`config.mk`:
```
export PLATFORM = sky130hd
export DESIGN_NAME = periph_master
export DESIGN_NICKNAME = d
export VERILOG_FILES = /design/src/rtl/periph_master.sv
export SDC_FILE = /design/constraint.sdc
export NUM_CORES = 1
export LEC_CHECK = 0
export BUFFER_PORTS_ARGS = -buffer_cell sky130_fd_sc_hd__buf_4
export CORE_ASPECT_RATIO = 0.6
export CORE_MARGIN = 3
export CORE_UTILIZATION = 46
export DETAILED_ROUTE_END_ITERATION = 7
export PLACE_DENSITY = 0.85
export SLEW_MARGIN = 25
export SYNTH_ARGS = -nofsm -noshare
export SYNTH_HDL_FRONTEND = slang
export SYNTH_SLANG_ARGS = --single-unit
export TNS_END_PERCENT = 20
```
`constraint.sdc`:
```
create_clock -name i_clk -period 1.6 [get_ports i_clk]
set_input_delay 0 -clock i_clk [delete_from_list [all_inputs] [get_ports i_clk]]
set_output_delay 0 -clock i_clk [all_outputs]
set_load 0.005 [all_outputs]
```
`src/rtl/periph_master.sv`:
```
`default_nettype none
// +--------------------------------------------------------------------------+
// | periph_master                                                            |
// | Peripheral-bus initiator: one core load/store becomes one bus access.    |
// | Optional ready timeout enabled by defining PERIPH_MASTER_TIMEOUT_EN.     |
// | Revision: 1.0                                                            |
// +--------------------------------------------------------------------------+
module periph_master #(
    parameter logic [3:0]  PERIPH_BASE    = 4'hF,
    parameter int unsigned TIMEOUT_CYCLES = 255
) (
    input  logic        i_clk,
    input  logic        i_rst,
    input  logic        i_req_valid,
    input  logic        i_req_we,
    input  logic [15:0] i_req_addr,
    input  logic [15:0] i_req_wdata,
    output logic        o_req_ready,
    output logic        o_rsp_valid,
    output logic [15:0] o_rsp_rdata,
    output logic        o_rsp_err,
    output logic [15:0] o_addr,
    output logic        o_sel,
    output logic        o_we,
    output logic        o_re,
    output logic [15:0] o_wdata,
    input  logic [15:0] i_rdata,
    input  logic        i_rdy
);

    localparam logic [1:0] c_idle   = 2'd0;
    localparam logic [1:0] c_access = 2'd1;
    localparam logic [1:0] c_resp   = 2'd2;

    logic [1:0]  r_state;
    logic [1:0]  w_state_next;
    logic        r_we;
    logic [15:0] r_addr;
    logic [15:0] r_wdata;
    logic [15:0] r_rdata;
    logic        r_err;
    logic [15:0] w_rdata_next;
    logic        w_err_next;
    logic        w_accept;
    logic        w_in_window;
    logic        w_timeout;

    // A zero timeout would leave ACCESS with no legal length.
    if (TIMEOUT_CYCLES == 0) begin : g_bad_timeout_cfg
    end

    assign w_accept    = (r_state == c_idle) && i_req_valid;
    assign w_in_window = (i_req_addr[15:12] == PERIPH_BASE);

`ifdef PERIPH_MASTER_TIMEOUT_EN
    localparam int unsigned c_cnt_width = $clog2(TIMEOUT_CYCLES + 1);
    localparam logic [c_cnt_width-1:0] c_cnt_max  = c_cnt_width'(TIMEOUT_CYCLES);
    localparam logic [c_cnt_width-1:0] c_cnt_last = c_cnt_width'(TIMEOUT_CYCLES - 1);
    localparam logic [c_cnt_width-1:0] c_cnt_one  = c_cnt_width'(1);

    logic [c_cnt_width-1:0] r_cnt;

    // Counter is zero on every ACCESS entry because it is cleared outside ACCESS.
    always_ff @(posedge i_clk) begin
        if (!i_rst || (r_state != c_access)) begin
            r_cnt <= '0;
        end else if (!i_rdy && (r_cnt != c_cnt_max)) begin
            r_cnt <= r_cnt + c_cnt_one;
        end
    end

    // Fires on the last counted cycle; ready on that same cycle takes priority.
    assign w_timeout = (r_state == c_access) && (r_cnt == c_cnt_last);
`else
    assign w_timeout = 1'b0;
`endif

    always_ff @(posedge i_clk) begin
        if (!i_rst) begin
            r_state <= c_idle;
            r_we    <= 1'b0;
            r_addr  <= '0;
            r_wdata <= '0;
            r_rdata <= '0;
            r_err   <= 1'b0;
        end else begin
            r_state <= w_state_next;
            r_rdata <= w_rdata_next;
            r_err   <= w_err_next;
            if (w_accept) begin
                r_we    <= i_req_we;
                r_addr  <= i_req_addr;
                r_wdata <= i_req_wdata;
            end
        end
    end

    always_comb begin
        w_state_next = r_state;
        w_rdata_next = r_rdata;
        w_err_next   = r_err;
        o_req_ready  = 1'b0;
        o_rsp_valid  = 1'b0;
        o_sel        = 1'b0;
        o_we         = 1'b0;
        o_re         = 1'b0;
        o_addr       = '0;
        o_wdata      = '0;
        case (r_state)
            c_idle: begin
                o_req_ready = 1'b1;
                if (i_req_valid) begin
                    if (w_in_window) begin
                        w_state_next = c_access;
                    end else begin
                        w_state_next = c_resp;
                        w_rdata_next = '0;
                        w_err_next   = 1'b1;
                    end
                end
            end
            c_access: begin
                o_sel   = 1'b1;
                o_we    = r_we;
                o_re    = !r_we;
                o_addr  = r_addr;
                o_wdata = r_wdata;
                if (i_rdy) begin
                    w_state_next = c_resp;
                    w_rdata_next = r_we ? 16'h0000 : i_rdata;
                    w_err_next   = 1'b0;
                end else if (w_timeout) begin
                    w_state_next = c_resp;
                    w_rdata_next = '0;
                    w_err_next   = 1'b1;
                end
            end
            c_resp: begin
                o_rsp_valid  = 1'b1;
                w_state_next = c_idle;
            end
            default: begin
                w_state_next = c_idle;
            end
        endcase
    end

    assign o_rsp_rdata = r_rdata;
    assign o_rsp_err   = r_err;

endmodule
`default_nettype wire

```
==> impl_metrics.csv, run 1 <==
group,metric,value,unit
timing,hold_violations,0,
drt,dr.first_iter.drc_count,103,
floorplanning,io-pin-count,107,
synthesis,synthDistinctLibCells,24,
grt,track_usage,0.2378,
critical_path,worstPathCellList,"or2b_1, inv_2, clkbuf_4, and2_1, buf_4",
synthesis,synth_area,2285,µm²
timing,drv_slew,0,
run,maxCapViolCount,0,
timing,fin_setup_tns,0,ns
timing,clock_skew,0.009304,ns
timing,whs,0.07046,ns
synthesis,synth_area_leaders,"dfxtp_1, nand2_1, a21boi_0",
synthesis,syn_nets,324,
synthesis,ys_seq_elements,52,
floorplanning,dieArea,5876,µm²
grt,grt_pass1_wl,11070,µm
outcome,outcome,"finished, final reports clean",
clock_network,clock_path_buffers,2,
timing,setup_viol,0,
floorplanning,die_w,96.98,µm
layout,drive_above_1_share,0.3068,
timing,min_period_over_period,0.9409,
synthesis,syn_area_per_cell,8.431,µm²
synthesis,syn_inst,271,
timing,slew_headroom,0.8118,
power,finalPower,2.703,mW
drt,antenna_left,0,
critical_path,cp_slowest_cell,"dfxtp_1",
drt,wirelength,7107,µm
critical_path,critPathMaxStageDelay,0.36,ns
critical_path,arrival,1.51,ns
synthesis,synthAdderAreaFrac,0,
power,cellPowerDensity,714.3,nW/µm²
timing,tightest_slew,0.2745,ns
clock_network,cts_root_buf,"clkbuf_8",
critical_path,cp_max_fo,9,
drt,wire_per_inst,14.50,µm
clock_network,cts.clk_slew.worst_paths,0.09,ns
timing,min_period,1.505,ns
synthesis,synth.area.mux_share,0.07448,
critical_path,endpoint_kind,"primary output",
drt,routed_via_density,4.851,
critical_path,start_kind,"flop",
clock_network,htree_levels,2,
worst_hold_path,hold_path.class,"in -> reg",
synthesis,synth-simple-area-share,0.2892,
clock_network,insertion_delay,0.31,ns
placement,portBuffers,106,
clock_network,cts_sinks,52,
layout,num_antenna_cells,0,
clock_network,cts_tree,"built",
floorplanning,fp.coreArea,4683,µm²
floorplanning,rows,19,
synthesis,synthXorXnorAreaFrac,0,
layout,multi_input_area,1135,µm²
layout,fill_cells,324,
synthesis,synth_top_area_share,0.4556,
critical_path,crit_required,1.60,ns
critical_path,criticalPathCategory,"reg -> out",
synthesis,yosys.area.top_type,"dfxtp_1",
placement,dp_hpwl,4254,µm
layout,postLayoutCoreUtil,0.8079,
timing,fmax,0.6643,GHz
layout,synthToLayoutAreaGrowth,65.61,%
layout,mostFrequentLayoutCells,"buf_4, nand2_1, dfxtp_1",
synthesis,synth_compound_area_frac,0.1243,
floorplanning,initial_core_util,0.4878,
synthesis,yosysWarnings,0,
grt,grt_overflow,0,
placement,routabilityCongestion,0.7702,
power,power_leakage,1.714,nW
critical_path,worstSetupStartpoint,"r_state[1]",
power,ir_drop,0.4696,mV
grt,grt_max_degree,30,
floorplanning,die_h,60.59,µm
synthesis,synth_seq_area_share,0.4556,
synthesis,synth_top_family_by_area,"simple AND/OR/NAND/NOR gates",
worst_hold_path,holdCritStartpoint,"i_rst",
critical_path,r2r-start,"r_state[0]",
drt,vias,2377,
grt,antenna_found_initial,0,
clock_network,cts-buffers-inserted,5,
drt,drc,0,
grt,grt_pass1_vias,2341,
layout,regArea,1045,µm²
drt,firstDrtPassIters,4,
layout,nets,479,
layout,final_common_cell,"buf_4",
area by class of cell:
cell class                 instances  area share
clock buffer                       6     0.01918
sequential                        52      0.2761
inverter                           1   0.0009921
tap                               63     0.02083
multi-input combinational        197      0.2999
clock inverter                     2    0.009259
timing repair buffer             169      0.3737
path summary, 6_finish.rpt:
check / end / slack [ns] / depth (start not counted)
min reg2reg: r_wdata[1] / 0.46 / 2
max reg2reg: r_wdata[5] / 0.15 / 5
min: r_wdata[6] / 0.07 / 2
max: o_wdata[5] / 0.09 / 5
sequential cells by signal, indices dropped and copies added (netlist names):
register	count
r_wdata	16
o_rsp_rdata	16
r_we	1
r_addr	16
r_state	2
o_rsp_err	1
synth_stat cells, drive strengths merged:
cell type  count
nor3b          1
nor4bb         1
and2b          1
a21oi          1
nand2         99
nand4          1
dfxtp         52
o211a          1
mux2i         17
buf           12
a211oi         1
or3b           1
inv            1
nor2           2
a21boi        33
or2b           1
and4b          1
clkbuf         9
and2          35
o32ai          1
kinds of logic after synthesis:
| group | count (synthesis) |
|---|---|
| multiplexers | 17 |
| flip-flops | 52 |
| buffers and inverters | 22 |
| AO/OA/AOI/OAI | 37 |
| AND/OR/NAND/NOR | 143 |
routing by layer:
layer | global-route usage | vias to the layer above | part of all wire
met4 | 0.08400 | 0 | 0.024
met1 | 0.2790 | 1094 | 0.41
li1 | - | 1174 | -
met3 | 0.06544 | 18 | 0.061
met2 | 0.4333 | 91 | 0.51
met5 | 0 | - | 0
stage by stage:
step / setup slack (ns) / std cells / area (µm²)
CTS: 0.01343 / 488 / 3759
global placement: 0.1221 / 430 / 3149
finish: 0.09460 / 490 / 3784
floorplan: 0.2155 / 271 / 2285
detailed placement: 0.04117 / 430 / 3149
global route: -0.007617 / 490 / 3784
where the power goes:
part | internal, mW | total [mW] | switching, mW | leakage, nW
Sequential | 1.35 | 1.38 | 0.0288 | 0.426
Clock | 0.465 | 0.889 | 0.424 | 0.0552
Combinational | 0.260 | 0.437 | 0.177 | 1.23
critical path: cells and delay by family (launching register included):
family	cells	cell delay [ns]
simple gates	2	0.42
buf+inv	3	0.42
flops	1	0.36
what timing repair did:
action	CTS	global route
hold buffers	50	0
gates cloned	0	1
endpoints found under the setup margin	33	33
resized for setup	1	5
hold endpoints to repair	50	0
setup buffers	0	1
Note: power is estimated with default switching activity, not from simulation.
==> run 2: changes to the inputs <==
Clock period 1.6 ns to 1.65 ns, I/O delays scaled along.
==> impl_metrics.csv, run 2 (synthesis gave the netlist of run 1 again) <==
group,metric,value,unit
critical_path,r2r-end,"o_rsp_rdata[12]",
power,power_leakage,1.699,nW
floorplanning,io-pin-count,107,
clock_network,clock_path_buffers,2,
worst_hold_path,holdCritStartpoint,"i_rst",
layout,nets,478,
floorplanning,die_w,96.98,µm
timing,fin_setup_tns,0,ns
placement,postPlaceCellArea,3157,µm²
timing,rsz0062_at_grt,"false",
layout,multi_input_area,1135,µm²
placement,pre_cts_slack,0.06956,ns
timing,min_period,1.536,ns
timing,finalWorstSetupSlack,0.1142,ns
drt,drc,0,
critical_path,critPathMaxStageDelay,0.41,ns
clock_network,htree_levels,2,
clock_network,insertion_delay,0.29,ns
grt,use_met3,0.06889,
layout,fill_cells,312,
timing,drv_slew,0,
critical_path,criticalPathCategory,"reg -> out",
layout,regArea,1045,µm²
worst_hold_path,holdPathStages,2,
layout,num_antenna_cells,0,
placement,dp_hpwl,4375,µm
critical_path,cp_slowest_cell,"dfxtp_4",
grt,grt_overflow,0,
timing,slew_headroom,0.8257,
drt,routed_via_density,4.748,
layout,drive_above_1_share,0.3028,
timing,hold_violations,0,
layout,final_common_cell,"buf_4",
drt,firstDrtPassIters,4,
drt,wirelength,6659,µm
grt,grt_max_degree,30,
clock_network,cts-buffers-inserted,5,
worst_hold_path,hold_end,"r_wdata[4]",
layout,synthToLayoutAreaGrowth,64.35,%
critical_path,crit_required,1.65,ns
grt,met2_usage,0.4088,
critical_path,cpMostUsedCell,"buf_4",
grt,antenna_found_initial,0,
critical_path,endpoint_kind,"primary output",
outcome,outcome,"finished, final reports clean",
timing,fmax,0.6511,GHz
run,maxCapViolCount,0,
power,cellPowerDensity,664.2,nW/µm²
drt,dr.first_iter.drc_count,63,
clock_network,cts_sinks,52,
floorplanning,initial_core_util,0.4878,
floorplanning,die_h,60.59,µm
floorplanning,rows,19,
critical_path,start_kind,"flop",
timing,whs,0.07873,ns
critical_path,worstPathCellList,"or2b_1, inv_1, buf_4, and2_1, buf_4",
critical_path,arrival,1.54,ns
grt,grt_pass1_vias,2267,
critical_path,cp_max_fo,12,
timing,setup_viol,0,
critical_path,r2r-start,"r_state[0]",
critical_path,reg2reg_depth,4,
worst_hold_path,hold_path.class,"in -> reg",
drt,antenna_left,0,
timing,tightest_slew,0.2542,ns
floorplanning,dieArea,5876,µm²
placement,placedCellCount,431,
floorplanning,fp.coreArea,4683,µm²
placement,portBuffers,106,
placement,routabilityCongestion,0.7608,
critical_path,regToRegSetupSlack,0.21,ns
grt,gr-usage-met1,0.2858,
layout,mostFrequentLayoutCells,"buf_4, nand2_1, dfxtp_1",
clock_network,cts_root_buf,"clkbuf_8",
clock_network,cts.clk_slew.worst_paths,0.09,ns
drt,vias,2322,
layout,finalNonFillerCells,489,
clock_network,cts_tree,"built",
grt,grt_pass1_wl,10940,µm
power,ir_drop,0.4686,mV
timing,clock_skew,0.007651,ns
grt,gr-max-usage-layer,"met2",
grt,track_usage,0.2334,
clock_network,post_cts_buffers,0,
layout,fin_area,3755,µm²
timing,min_period_over_period,0.9308,
drt,wire_per_inst,13.62,µm
[run 2: critical path: cells and delay by family, from the launching register on]
kind,cells,cell delay (ns)
buffers and inverters,3,0.40
DFF,1,0.41
and+or+nand+nor,2,0.44
[run 2: how the worst max path moves through the flow]
stage	from	endpoint	slack [ns]	depth (start not counted)
2_1_floorplan	r_state[0]	o_rsp_rdata[10]	0.27	6
3_3_place_gp	r_state[0]	o_rsp_rdata[4]	0.17	4
3_5_place_dp	r_state[0]	o_rsp_rdata[12]	0.07	4
4_1_cts	r_state[0]	o_addr[8]	0.09	5
5_1_grt	r_state[0]	o_addr[8]	0.04	5
6_report	r_state[0]	o_addr[8]	0.11	5
[run 2: per-stage QoR]
step / util / total power, mW
2_1_floorplan: - / 1.520
3_3_place_gp: 0.6741 / 1.674
3_5_place_dp: 0.6741 / 1.682
4_1_cts: 0.8012 / 2.505
5_1_grt: 0.8018 / 2.607
6_report: 0.8018 / 2.494
[run 2: layout make-up]
type                            instances  area share
Clock buffer                            7     0.02299
Sequential cell                        52      0.2782
Timing Repair Buffer                  168      0.3725
Tap cell                               63     0.02099
Inverter                                1   0.0009997
Multi-Input combinational cell        197      0.3022
Clock inverter                          1    0.001999
[run 2: what timing repair did]
action,CTS,global route
hold buffers,50,0
setup endpoints to repair,4,2
resized for setup,1,1
endpoints found under the hold margin,50,0
[run 2: power by group]
group,internal [mW],switching (mW)
sequential,1.31,0.0276
clock,0.342,0.399
combinational,0.252,0.167
total,1.90,0.594
[run 2: routing by layer]
metal,vias up,wire [µm]
li1,1168,-
met1,1059,2880
met2,83,3253
met3,12,425
met4,0,101
met5,-,0
==> run 3: changes to the inputs <==
Settings changed: CORE_UTILIZATION 46 to 30, PLACE_DENSITY 0.85 to 0.62.
==> impl_metrics.csv, run 3 (synthesis gave the netlist of run 1 again) <==
group,metric,value,unit
timing,min_period,1.522,ns
grt,antenna_found_initial,0,
worst_hold_path,hold_path.class,"in -> reg",
floorplanning,die_w,118.7,µm
power,seqPwrFrac,0.475,
timing,whs,0.01151,ns
critical_path,r2r-start,"r_state[0]",
clock_network,cts.clk_slew.worst_paths,0.06,ns
power,switching_power,618.1,µW
drt,wirelength,6659,µm
clock_network,insertion_delay,0.29,ns
layout,fin_area,3842,µm²
layout,num_antenna_cells,0,
power,ir_drop,0.2873,mV
floorplanning,fp.coreArea,7022,µm²
drt,antenna_left,0,
power,cellPowerDensity,731.9,nW/µm²
critical_path,cp_slowest_cell,"dfxtp_4",
drt,wire_per_inst,12.81,µm
power,switching_share,0.2198,
timing,setup_viol,0,
layout,final_common_cell,"buf_4",
floorplanning,rows,23,
timing,min_period_over_period,0.9222,
critical_path,worstPathCellList,"or2b_1, inv_1, buf_4, and2_1, buf_4",
timing,fmax,0.6572,GHz
power,power_leakage,1.713,nW
timing,clock_skew,0.002497,ns
placement,postPlaceCellArea,3202,µm²
critical_path,reg2reg_depth,4,
critical_path,criticalPathCategory,"reg -> out",
timing,rsz0062_at_grt,"false",
outcome,outcome,"finished, final reports clean",
placement,dp_hpwl,4607,µm
critical_path,crit_required,1.65,ns
critical_path,critPathMaxStageDelay,0.40,ns
layout,synthToLayoutAreaGrowth,68.18,%
worst_hold_path,hold_end,"r_addr[15]",
clock_network,cts_root_buf,"clkbuf_16",
critical_path,start_kind,"flop",
grt,grt_pass1_vias,2296,
grt,grt_pass1_wl,11110,µm
placement,portBuffers,106,
critical_path,r2r-end,"o_rsp_rdata[15]",
drt,drc,0,
drt,firstDrtPassIters,4,
clock_network,cts_tree,"built",
timing,drv_slew,0,
timing,hold_violations,0,
critical_path,arrival,1.52,ns
floorplanning,initial_core_util,0.3254,
critical_path,endpoint_kind,"primary output",
clock_network,post_cts_buffers,0,
floorplanning,die_h,73.60,µm
timing,fin_setup_tns,0,ns
critical_path,cpMostUsedCell,"buf_4",
critical_path,path_buf_inv,3,
power,combinationalPowerShare,0.147,
grt,grt_overflow,0,
clock_network,htree_levels,2,
layout,mostFrequentLayoutCells,"buf_4, nand2_1, dfxtp_1",
critical_path,worstSetupStartpoint,"r_state[0]",
floorplanning,io-pin-count,107,
timing,slew_headroom,0.8056,
power,internal-power,2.194,mW
clock_network,clock_path_buffers,2,
placement,routabilityCongestion,0.8198,
drt,routed_via_density,4.273,
floorplanning,dieArea,8733,µm²
run,maxCapViolCount,0,
grt,grt_max_degree,34,
timing,tightest_slew,0.2836,ns
grt,track_usage,0.1577,
clock_network,cts-buffers-inserted,5,
worst_hold_path,holdPathStages,3,
layout,postLayoutCoreUtil,0.5472,
drt,dr.first_iter.drc_count,78,
critical_path,regToRegSetupSlack,0.21,ns
power,pwr-share-clk,0.379,
layout,nets,473,
layout,drive_above_1_share,0.3000,
clock_network,cts_sinks,52,
drt,vias,2222,
critical_path,crit_family,"simple AND/OR/NAND/NOR gates",
worst_hold_path,holdCritStartpoint,"i_req_addr[15]",
critical_path,cp_max_fo,12,
## run 3: cell count changes in the layout (fill, tap and decap cells not counted), moves of 2 or more
cell	change
buf_4	-5
clkbuf_16	+5
clkbuf_8	-4
dlygate4sd3_1	-2
## run 3: final cells by class
cell class	count	area [µm²]
clock buffers	7	152.6
inverters	1	3.754
multi-input cells	197	1144
flip-flops and latches	52	1045
well taps	100	125.1
fillers	673	3179
repair buffers	163	1373
## run 3: per-stage QoR
step           setup slack (ns)  power, mW  instances
6_report                 0.1283      2.812        520
5_1_grt                 0.02720      2.937        520
3_3_place_gp             0.1517      1.684        465
4_1_cts                 0.04929      2.845        520
2_1_floorplan            0.2655      1.520        271
3_5_place_dp            0.05626      1.689        465
## run 3: what timing repair did
item | CTS | global route
gates resized for setup | 1 | 2
setup endpoints to repair | 24 | 22
hold buffers | 48 | 0
endpoints found under the hold margin | 48 | 0
## run 3: worst max path at each step
stage,endpoint,cells after the start
final,o_wdata[2],5
after floorplan,o_rsp_rdata[10],6
after global placement,o_rsp_rdata[10],4
after global routing,o_addr[13],5
after CTS,o_wdata[9],5
after detailed placement,o_rsp_rdata[15],4
## run 3: routing by layer
layer / GRT usage / share of wire
met3: 0.05462 / 0.078
met2: 0.2642 / 0.45
met4: 0.03723 / 0.0077
met1: 0.1983 / 0.47
met5: 0 / 0
## run 3: tightest hold or removal path, delay by kind of cell
family                 cells  cell delay [ns]
buffers and inverters      1             0.13
AND/OR/NAND/NOR            1             0.06
AO/OA/AOI/OAI              1             0.06
## run 3: power by group through the flow
stage,Clock [mW],Sequential (mW),Combinational [mW]
final,1.07,1.33,0.412
after global routing,1.14,1.34,0.454
after CTS,1.09,1.34,0.417
after detailed placement,0,1.36,0.325
after global placement,0,1.36,0.322
after floorplan,0,1.36,0.163
